File: config.mk
export PLATFORM = sky130hd
export DESIGN_NAME = final_bits_flusher
export DESIGN_NICKNAME = d
export VERILOG_FILES = /design/src/rtl/final_bits_flusher.sv
export SDC_FILE = /design/constraint.sdc
export NUM_CORES = 1
export LEC_CHECK = 0
export CORE_ASPECT_RATIO = 1.75
export CORE_MARGIN = 3
export CORE_UTILIZATION = 40
export CTS_BUF_LIST = sky130_fd_sc_hd__clkbuf_8
export DETAILED_ROUTE_END_ITERATION = 8
export PLACE_DENSITY = 0.76
export REMOVE_ABC_BUFFERS = 1
export SYNTH_ARGS = -nofsm -noshare
export SYNTH_HDL_FRONTEND = slang
export SYNTH_SLANG_ARGS = --single-unit
File: constraint.sdc
create_clock -name clk -period 4.4 [get_ports clk]
set_input_delay 0.88 -clock clk [delete_from_list [all_inputs] [get_ports clk]]
set_output_delay 0.88 -clock clk [all_outputs]
set_load 0.05 [all_outputs]
File: src/rtl/final_bits_flusher.sv
// Serialises the 0/1/2 final words captured on in_flag_final as MSB-first bytes, then pulses done.
// First byte valid the cycle after the strobe; bytes advance only on out_valid & out_ready, holding otherwise.
module final_bits_flusher #(
   parameter int OUTPUT_BITSTREAM_WIDTH = 16,
   parameter int BYTE_WIDTH             = 8
) (
   input  logic                              clk,
   input  logic                              reset,
   input  logic                              in_flag_final,
   input  logic [1:0]                        in_flag,
   input  logic [OUTPUT_BITSTREAM_WIDTH-1:0] in_bit_1,
   input  logic [OUTPUT_BITSTREAM_WIDTH-1:0] in_bit_2,
   input  logic                              out_ready,
   output logic                              out_valid,
   output logic [BYTE_WIDTH-1:0]             out_byte,
   output logic                              out_last,
   output logic                              done,
   output logic                              busy,
   output logic                              err
);

   localparam int W     = OUTPUT_BITSTREAM_WIDTH;
   localparam int BPW   = W / BYTE_WIDTH;
   localparam int CNT_W = (2 * BPW > 1) ? $clog2(2 * BPW) : 1;

   typedef enum logic [1:0] {
      IDLE = 2'd0,
      EMIT = 2'd1,
      DONE = 2'd2
   } state_t;

   state_t             state;
   state_t             state_nxt;
   logic [2*W-1:0]     shreg;
   logic [CNT_W-1:0]   cnt;

   always_ff @(posedge clk or posedge reset) begin
      if (reset) begin
         state <= IDLE;
      end else begin
         state <= state_nxt;
      end
   end

   always_comb begin
      state_nxt = state;
      out_valid = 1'b0;
      out_last  = 1'b0;
      done      = 1'b0;
      busy      = 1'b0;
      case (state)
         IDLE: begin
            if (in_flag_final) begin
               case (in_flag)
                  2'b01, 2'b10: state_nxt = EMIT;
                  default:      state_nxt = DONE;
               endcase
            end
         end
         EMIT: begin
            out_valid = 1'b1;
            busy      = 1'b1;
            out_last  = (cnt == '0);
            if (out_ready && (cnt == '0)) begin
               state_nxt = DONE;
            end
         end
         DONE: begin
            done      = 1'b1;
            state_nxt = IDLE;
         end
         default: state_nxt = IDLE;
      endcase
   end

   // Gate with out_valid so stale capture contents never leak outside EMIT.
   assign out_byte = out_valid ? shreg[2*W-1 -: BYTE_WIDTH] : '0;

   always_ff @(posedge clk or posedge reset) begin
      if (reset) begin
         shreg <= '0;
         cnt   <= '0;
         err   <= 1'b0;
      end else begin
         case (state)
            IDLE: begin
               if (in_flag_final) begin
                  // Word 2 is zeroed unless flag 10 so it can never reach the stream.
                  shreg <= {in_bit_1, (in_flag == 2'b10) ? in_bit_2 : {W{1'b0}}};
                  cnt   <= (in_flag == 2'b10) ? CNT_W'(2 * BPW - 1) : CNT_W'(BPW - 1);
                  if (in_flag == 2'b11) begin
                     err <= 1'b1;
                  end
               end
            end
            EMIT: begin
               if (out_ready) begin
                  shreg <= shreg << BYTE_WIDTH;
                  cnt   <= cnt - 1'b1;
               end
               if (in_flag_final) begin
                  err <= 1'b1;
               end
            end
            DONE: begin
               if (in_flag_final) begin
                  err <= 1'b1;
               end
            end
            default: ;
         endcase
      end
   end

endmodule

Yosys cells after proc, flatten, opt, wreduce, memory -nomap -nowiden
Cells that the tools add are included.
{"block": "word_totals", "ff_bits": 37, "input_bits": 38, "out_inout_bits": 13, "elab_cells": 45}
{"block": "classes", "add_sub_neg": 1, "n_eq_ne": 10, "muxes": 20, "reduce_logical": 10}
{"operator": "32-bit 2-to-1 mux", "count": 2}
{"operator": "32-bit one-hot mux with 2 select lines", "count": 1}
{"operator": "16-bit 2-to-1 mux", "count": 1}
{"operator": "2-bit 2-to-1 mux", "count": 6}
{"operator": "8-bit 2-to-1 mux", "count": 1}
{"operator": "2-bit != test (second input constant)", "count": 4}
{"operator": "2-bit one-hot mux with 2 select lines", "count": 2}
{"operator": "2-bit == test (second input constant)", "count": 3}
{"operator": "1-bit 2-to-1 mux", "count": 6}
{"operator": "2-bit by 1-bit == test with 1-bit output (second input constant)", "count": 2}
{"operator": "2-bit zero test", "count": 2}
{"operator": "4-bit AND reduction", "count": 1}
{"operator": "2-bit nonzero test", "count": 2}
{"operator": "2-bit OR reduction", "count": 2}
{"operator": "3-bit AND reduction", "count": 1}
{"operator": "2-bit by 1-bit != test with 1-bit output (second input constant)", "count": 1}
{"operator": "1-bit one-hot mux with 2 select lines", "count": 1}
{"operator": "2-bit AND reduction", "count": 1}
{"operator": "2-bit by 1-bit subtractor with 2-bit output (second input constant)", "count": 1}
{"operator": "1-bit logical AND", "count": 1}

Logic depth before layout (Yosys ltp)
{"block": "logic_depth", "depth_word": 5, "ltp_mapped": 7, "depth_no_buf": 5}

Worst setup path after synthesis
OpenSTA, ideal clock, no wires.
{"block": "synth_timing", "path_type": "register to output", "start": "reg state[1]", "end": "out out_last", "arrival_time_ns": 1.909, "t_required_ns": 3.520, "slack_ns": 1.611, "path_stages_with_launch": 6, "path_cell_list": "dfrtp_1 -> inv_1 -> ha_1 -> buf_6 -> clkbuf_1 -> and2_1"}
{"block": "synth_via", "elab_chain_cells": 2}
{"element": "start, declared", "line_no": "32", "rtl": "state_t state;"}
{"element": "start signal, assigned", "line_no": "41", "rtl": "state <= state_nxt;"}
{"element": "2-bit by 1-bit == test with 1-bit output", "line_no": "51", "rtl": "case (state)"}
{"element": "1-bit 2-to-1 mux", "line_no": "51"}
{"element": "end, declared", "line_no": "16", "rtl": "output logic out_last,"}
No other way between the ends.

Final worst setup path
{"block": "layout_timing", "start": "reg state[1]", "end": "out out_byte[6]"}
{"block": "layout_via", "elab_chain_cells": 3}
{"element": "2-bit by 1-bit == test with 1-bit output", "line_no": "51"}
{"element": "1-bit 2-to-1 mux", "line_no": "51"}
{"element": "8-bit 2-to-1 mux", "line_no": "77", "rtl": "assign out_byte = out_valid ? shreg[2*W-1 -: BYTE_WIDTH] : '0;"}
{"element": "end, declared", "line_no": "15", "rtl": "output logic [BYTE_WIDTH-1:0] out_byte,"}
No other way between the ends.

==> impl_metrics.json <==
{
  "startpoint_type": "flop",
  "final.period_utilization_pct": 71.1,
  "chipWidth_microns": 60.8,
  "dr.first_iter.drc_count": 45,
  "p_per_area_mw_per_mm2": 630,
  "hold_class": "reg -> reg",
  "antenna_left": 0,
  "detail_route.drc_violations": 0,
  "period_minus_slack_ns": 3.13,
  "dpl.hpwl_mm": 3.04,
  "pin_count_of_the_biggest_net_entering_global_routing": 38,
  "critical_path_class": "reg -> out",
  "grt_antenna_before_repair": 0,
  "grt.total_usage_pct": 14.6,
  "n_antenna_cell": 0,
  "timing.critical_path.fanout_max": 11,
  "grt_setup_unrepaired": "no",
  "first_global_vias": 1394,
  "post-cts-setup-buffer-count": 0,
  "drive_above_1_share_pct": 24.5,
  "tritoncts_clock_tree": "built",
  "finalNetCount": 266,
  "drv.max_cap_violation_count": 0,
  "finalHoldViolCount": 0,
  "worst_slew_margin_rel_pct": 52.9,
  "die-area_sq_mm": 0.00618,
  "drt-pass1-iter-count": 4,
  "route.final.wire_length_mm": 4.20,
  "post_synth_instance_area_sq_mm": 0.00210,
  "postSynth.topFlopCell": "sky130_fd_sc_hd__dfrtp_1",
  "worst-endpoint-arrival_ns": 2.25,
  "ys_top_cells_by_area": "sky130_fd_sc_hd__dfrtp_1 44%, sky130_fd_sc_hd__mux2_4 13%, sky130_fd_sc_hd__mux2_2 12%",
  "cts.clk_slew.worst_paths_ns": 0.07,
  "finalWeightedCongestion": 0.802,
  "place.port_buffers": 50,
  "run_status": "complete, no violations",
  "slew_violations": 0,
  "rows": 34,
  "placeable_core_region_sq_mm": 0.00502,
  "clock-skew-final_ns": 0.00445,
  "grt-ovfl-total": 0,
  "setup_total_negative_slack_ns": 0,
  "ys.warnings.count": 0,
  "ys_seq_elements": 37,
  "die_height_microns": 102,
  "detail_route.wl_per_cell_microns": 15.3,
  "routed-via-count": 1394,
  "synthCells": 173,
  "detail_route.vias_per_cell": 5.09,
  "top_level_ports": 51,
  "clock_tree.buffer_depth": 2,
  "clk_latency_ns": 0.28,
  "holdBufCountCts": 0,
  "most_frequently_used_cell_type_in_the_post_synthesis_netlist": "sky130_fd_sc_hd__dfrtp_1",
  "netlist.area_leader.share_pct": 44.1,
  "crit_path_end_kind": "output port",
  "synthesis.area_per_instance_sq_um": 12.1,
  "worst-endpoint-required_ns": 3.52,
  "max_freq_ghz": 0.320,
  "wire_length_of_the_first_global_routing_pass_mm": 6.74,
  "leakage_nw": 1.20,
  "hold-worst-slack_ns": 0.466,
  "yosys.area.top_type": "sky130_fd_sc_hd__dfrtp_1",
  "post_cts_resize_count": 0,
  "cts-buffers-inserted": 5,
  "synth_cell_types": 28,
  "postSynth.asyncResetShare_pct": 100,
  "ctsHtreeMaxLevel": 2,
  "netlist_top_cells_count": "37 x sky130_fd_sc_hd__dfrtp_1, 23 x sky130_fd_sc_hd__mux2_2, 18 x sky130_fd_sc_hd__mux2_4",
  "sequential_share_of_the_synthesized_area_pct": 44.1,
  "timing_worst_slew_pin_value_ns": 0.705,
  "area_growth_pct": 29.7,
  "synth_edf_count": 0,
  "clkSinkCount": 37,
  "floorplan.initialDensity_pct": 41.8,
  "vdd.ir_drop.worst_v": 0.000370,
  "setup_viol": 0,
  "cts-root-buf": "sky130_fd_sc_hd__clkbuf_8"
}
logic make-up (layout without fill, tap and decap cells):
| group | Yosys count | count (layout) | synth area share, % |
|---|---|---|---|
| AOI/OAI and AO/OA | 33 | 33 | 10.6 |
| buffers and inverters | 22 | 69 | 5.43 |
| and+or+nand+nor | 29 | 29 | 7.75 |
| adders and majority gates | 9 | 9 | 5.37 |
| DFF | 37 | 37 | 44.1 |
| muxes | 43 | 43 | 26.8 |
final timing paths:
| check | from | to | slack, ns | cells past startpoint |
|---|---|---|---|---|
| min in group asynchronous | reset | state[1]$_DFFE_PP0P_ | 1.00 | 3 |
| worst min-delay path | err$_DFFE_PP0P_ | err$_DFFE_PP0P_ | 0.47 | 1 |
| worst min register to register | err$_DFFE_PP0P_ | err$_DFFE_PP0P_ | 0.47 | 1 |
| worst max register to register | state[1]$_DFFE_PP0P_ | shreg[14]$_DFFE_PP0P_ | 1.81 | 6 |
| max in group asynchronous | reset | shreg[3]$_DFFE_PP0P_ | 3.07 | 3 |
| worst max-delay path | state[1]$_DFFE_PP0P_ | out_byte[6] | 1.27 | 4 |
placed cells by master, fill, tap and decap left out:
master and n:
sky130_fd_sc_hd__a21boi_0 1, sky130_fd_sc_hd__a21oi_1 4, sky130_fd_sc_hd__a22o_1 7, sky130_fd_sc_hd__and2_1 9, sky130_fd_sc_hd__and2b_1 1, sky130_fd_sc_hd__buf_4 2
sky130_fd_sc_hd__bufinv_16 1, sky130_fd_sc_hd__clkbuf_8 6, sky130_fd_sc_hd__clkdlybuf4s50_1 50, sky130_fd_sc_hd__clkinvlp_4 1, sky130_fd_sc_hd__dfrtp_1 37, sky130_fd_sc_hd__ha_1 9
sky130_fd_sc_hd__inv_1 9, sky130_fd_sc_hd__mux2_2 23, sky130_fd_sc_hd__mux2_4 18, sky130_fd_sc_hd__mux2i_1 1, sky130_fd_sc_hd__mux2i_4 1, sky130_fd_sc_hd__nand2_1 12
sky130_fd_sc_hd__nand2b_1 1, sky130_fd_sc_hd__nor2_1 1, sky130_fd_sc_hd__nor2_8 1, sky130_fd_sc_hd__nor2b_1 2, sky130_fd_sc_hd__nor3_1 1, sky130_fd_sc_hd__o21ai_0 11
sky130_fd_sc_hd__o221ai_1 1, sky130_fd_sc_hd__o2bb2ai_1 1, sky130_fd_sc_hd__o31ai_1 8, sky130_fd_sc_hd__or2_2 1
layout make-up:
cell class,instances,area [sq um]
timing repair buffer,52,515
clock inverter,2,37.5
fill,446,2300
clock buffer,6,82.6
tap,54,67.6
multi-input combinational,114,1060
sequential,37,926
inverter,9,33.8
per-stage QoR:
step	util, %	cell area (sq um)	total power, W	instances	setup WS, ns
2_1_floorplan	-	2020	0.00122	160	0.988
3_3_place_gp	51.8	2600	0.00140	266	1.52
3_5_place_dp	51.8	2600	0.00142	266	1.52
4_1_cts	54.2	2720	0.00173	274	1.22
5_1_grt	54.2	2720	0.00182	274	1.12
6_report	54.2	2720	0.00171	274	1.27
metal layers:
| layer | share of wire [%] | up-vias | global-route usage, % |
|---|---|---|---|
| met3 | 3.2 | 5 | 2.91 |
| met4 | 1.8 | 0 | 5.51 |
| met2 | 53 | 29 | 24.3 |
| met5 | 0 | - | 0 |
| li1 | - | 692 | - |
| met1 | 42 | 668 | 18.3 |
worst max-delay path: stages (launching register included):
cell and delay [ns]:
sky130_fd_sc_hd__dfrtp_1 0.39, sky130_fd_sc_hd__inv_1 0.14, sky130_fd_sc_hd__ha_1 0.43, sky130_fd_sc_hd__and2_1 0.20, sky130_fd_sc_hd__clkdlybuf4s50_1 0.80
power by group:
part           internal, W  switching [W]  leakage, nW
sequential        0.000491      0.0000788        0.464
combinational     0.000426       0.000413        0.678
clock             0.000184       0.000120       0.0574
total              0.00110       0.000612         1.20
state kept, by name (all words and copies together), names as in the netlist:
signal and cells:
shreg 32, err 1, state 2, cnt 2
Note: power is estimated with default switching activity, not from simulation.
==> RTL edit: new RTL, same flow settings <==
`OUTPUT_BITSTREAM_WIDTH`: 16 -> 32.
--- a/src/rtl/final_bits_flusher.sv
+++ b/src/rtl/final_bits_flusher.sv
@@ -3,3 +3,3 @@
 module final_bits_flusher #(
-   parameter int OUTPUT_BITSTREAM_WIDTH = 16,
+   parameter int OUTPUT_BITSTREAM_WIDTH = 32,
    parameter int BYTE_WIDTH             = 8
Interface: changed (resized in_bit_1 and in_bit_2); port bits go from 51 to 83. The function was not compared with the original's and may differ.
==> RTL edit against the unedited design <==
Final area increased by 81%; critical endpoint is now out_last; largest cell class unchanged; area after synthesis increased by 79%; synthesized cell count increased by 61%; sequential cell count increased by 33; wire length increased by 76%; largest power group unchanged; sequential power increased by 88%; total power increased by 86%; setup slack got worse by 1.4 ps.
==> RTL edit: results (changes against the unedited design) <==
[routing]
drt-vias-per-instance=4.92  ; -3.3%
drt-total-wl_um=7390  ; +76%

[critical_path]
cp_max_fo=49  ; +38

[placed_design]
gp_congestion=0.821  ; +2.4%
portBuffers=82  ; +64%
placed_cell_area_sq_um=4670  ; +79%
dp_hpwl_um=5110  ; +68%
place_ws_ps=1620  ; +105 ps

[synthesis]
ys_types=31  ; +11%
ys_top_cells_by_area=dfrtp_1 (47%), mux2_4 (16%), mux2_2 (11%)
synthTopCellsByCount=dfrtp_1 (70), mux2_4 (41), mux2_2 (38), a22o_1 (24), inv_1 (16)
seq_area_frac_synth=0.465  ; +0.0239

[pwr]
p_leak_nw=2.18  ; +82%
ir_drop_uv=393  ; +6.0%

[clock_network]
htreeDepth=3  ; +1
numCtsBuffers=9  ; +4

[timing]
slew-limit-headroom=0.619  ; +0.0899
skew_ps=5.38  ; +0.929 ps

[run_status]
status=complete, no violations

[global_route]
grtUsageTotal=0.147  ; +0.00137
grt_max_degree=56  ; +47%
grt_pass1_vias=2566  ; +84%
grt_pass1_wl_um=12100  ; +80%

[layout]
drive_above_1_share=0.295  ; +0.0493
final_nets=435  ; +64%
n_fill_cell=837  ; +88%

## RTL edit: cell count changes after synthesis, sizes merged, moves of 7 or more
cell,unedited run,this run
dfrtp,37,70
mux2,41,88
o21ai,11,2
a22o,7,24
o31ai,8,0
mux2i,2,10
inv,9,16
## RTL edit: critical path: cells and delay by family (launching register included)
| kind | cells | cell delay (ps) |
|---|---|---|
| buf+inv | 3 | 1130 |
| fa+ha+maj | 1 | 190 |
| simple gates | 2 | 180 |
| flops | 1 | 400 |
## RTL edit: report_power, final
part           total, W  switching [W]  internal (W)
combinational   0.00149       0.000652      0.000840
sequential      0.00107       0.000144      0.000922
clock          0.000630       0.000252      0.000378
total           0.00319        0.00105       0.00214
## RTL edit: path summary, 6_finish.rpt
check,start,to,slack (ps),cells past startpoint
min in group asynchronous,reset,shreg[57]$_DFFE_PP0P_,900,2
max in group asynchronous,reset,shreg[40]$_DFFE_PP0P_,2510,3
max,state[1]$_DFFE_PP0P_,out_last,1270,6
min,err$_DFFE_PP0P_,err$_DFFE_PP0P_,480,1
max reg2reg,state[1]$_DFFE_PP0P_,shreg[40]$_DFFE_PP0P_,2200,7
min reg2reg,err$_DFFE_PP0P_,err$_DFFE_PP0P_,480,1
## RTL edit: cells by family after synthesis
logic type               count (synthesis)  synth area share
AO/OA/AOI/OAI                           35            0.0754
multiplexers                            98             0.331
buffers and inverters                   36            0.0548
AND/OR/NAND/NOR                         33            0.0508
flip-flops                              70             0.465
adder cells (fa/ha/maj)                  7            0.0233
## RTL edit: area by class of cell
class / instances / area (sq um) / share of cell area
tap: 120 / 150 / 0.0306
clock inverter: 7 / 123 / 0.0250
sequential: 70 / 1750 / 0.357
clock buffer: 9 / 124 / 0.0252
timing repair buffer: 88 / 891 / 0.181
inverter: 16 / 60.1 / 0.0122
multi-input combinational: 173 / 1810 / 0.369
## RTL edit: layer usage
layer	up-vias	track usage	share of wire	wire (um)
li1	1140	-	-	-
met4	0	0.0889	0.022	163
met3	13	0.0249	0.031	231
met5	-	0	0	0
met1	1172	0.172	0.42	3080
met2	51	0.249	0.53	3910
## RTL edit: through the flow
stage,std cells,total power (W)
after floorplan,259,0.00226
after global placement,467,0.00253
after detailed placement,467,0.00258
after CTS,483,0.00323
after global routing,483,0.00338
final,483,0.00319
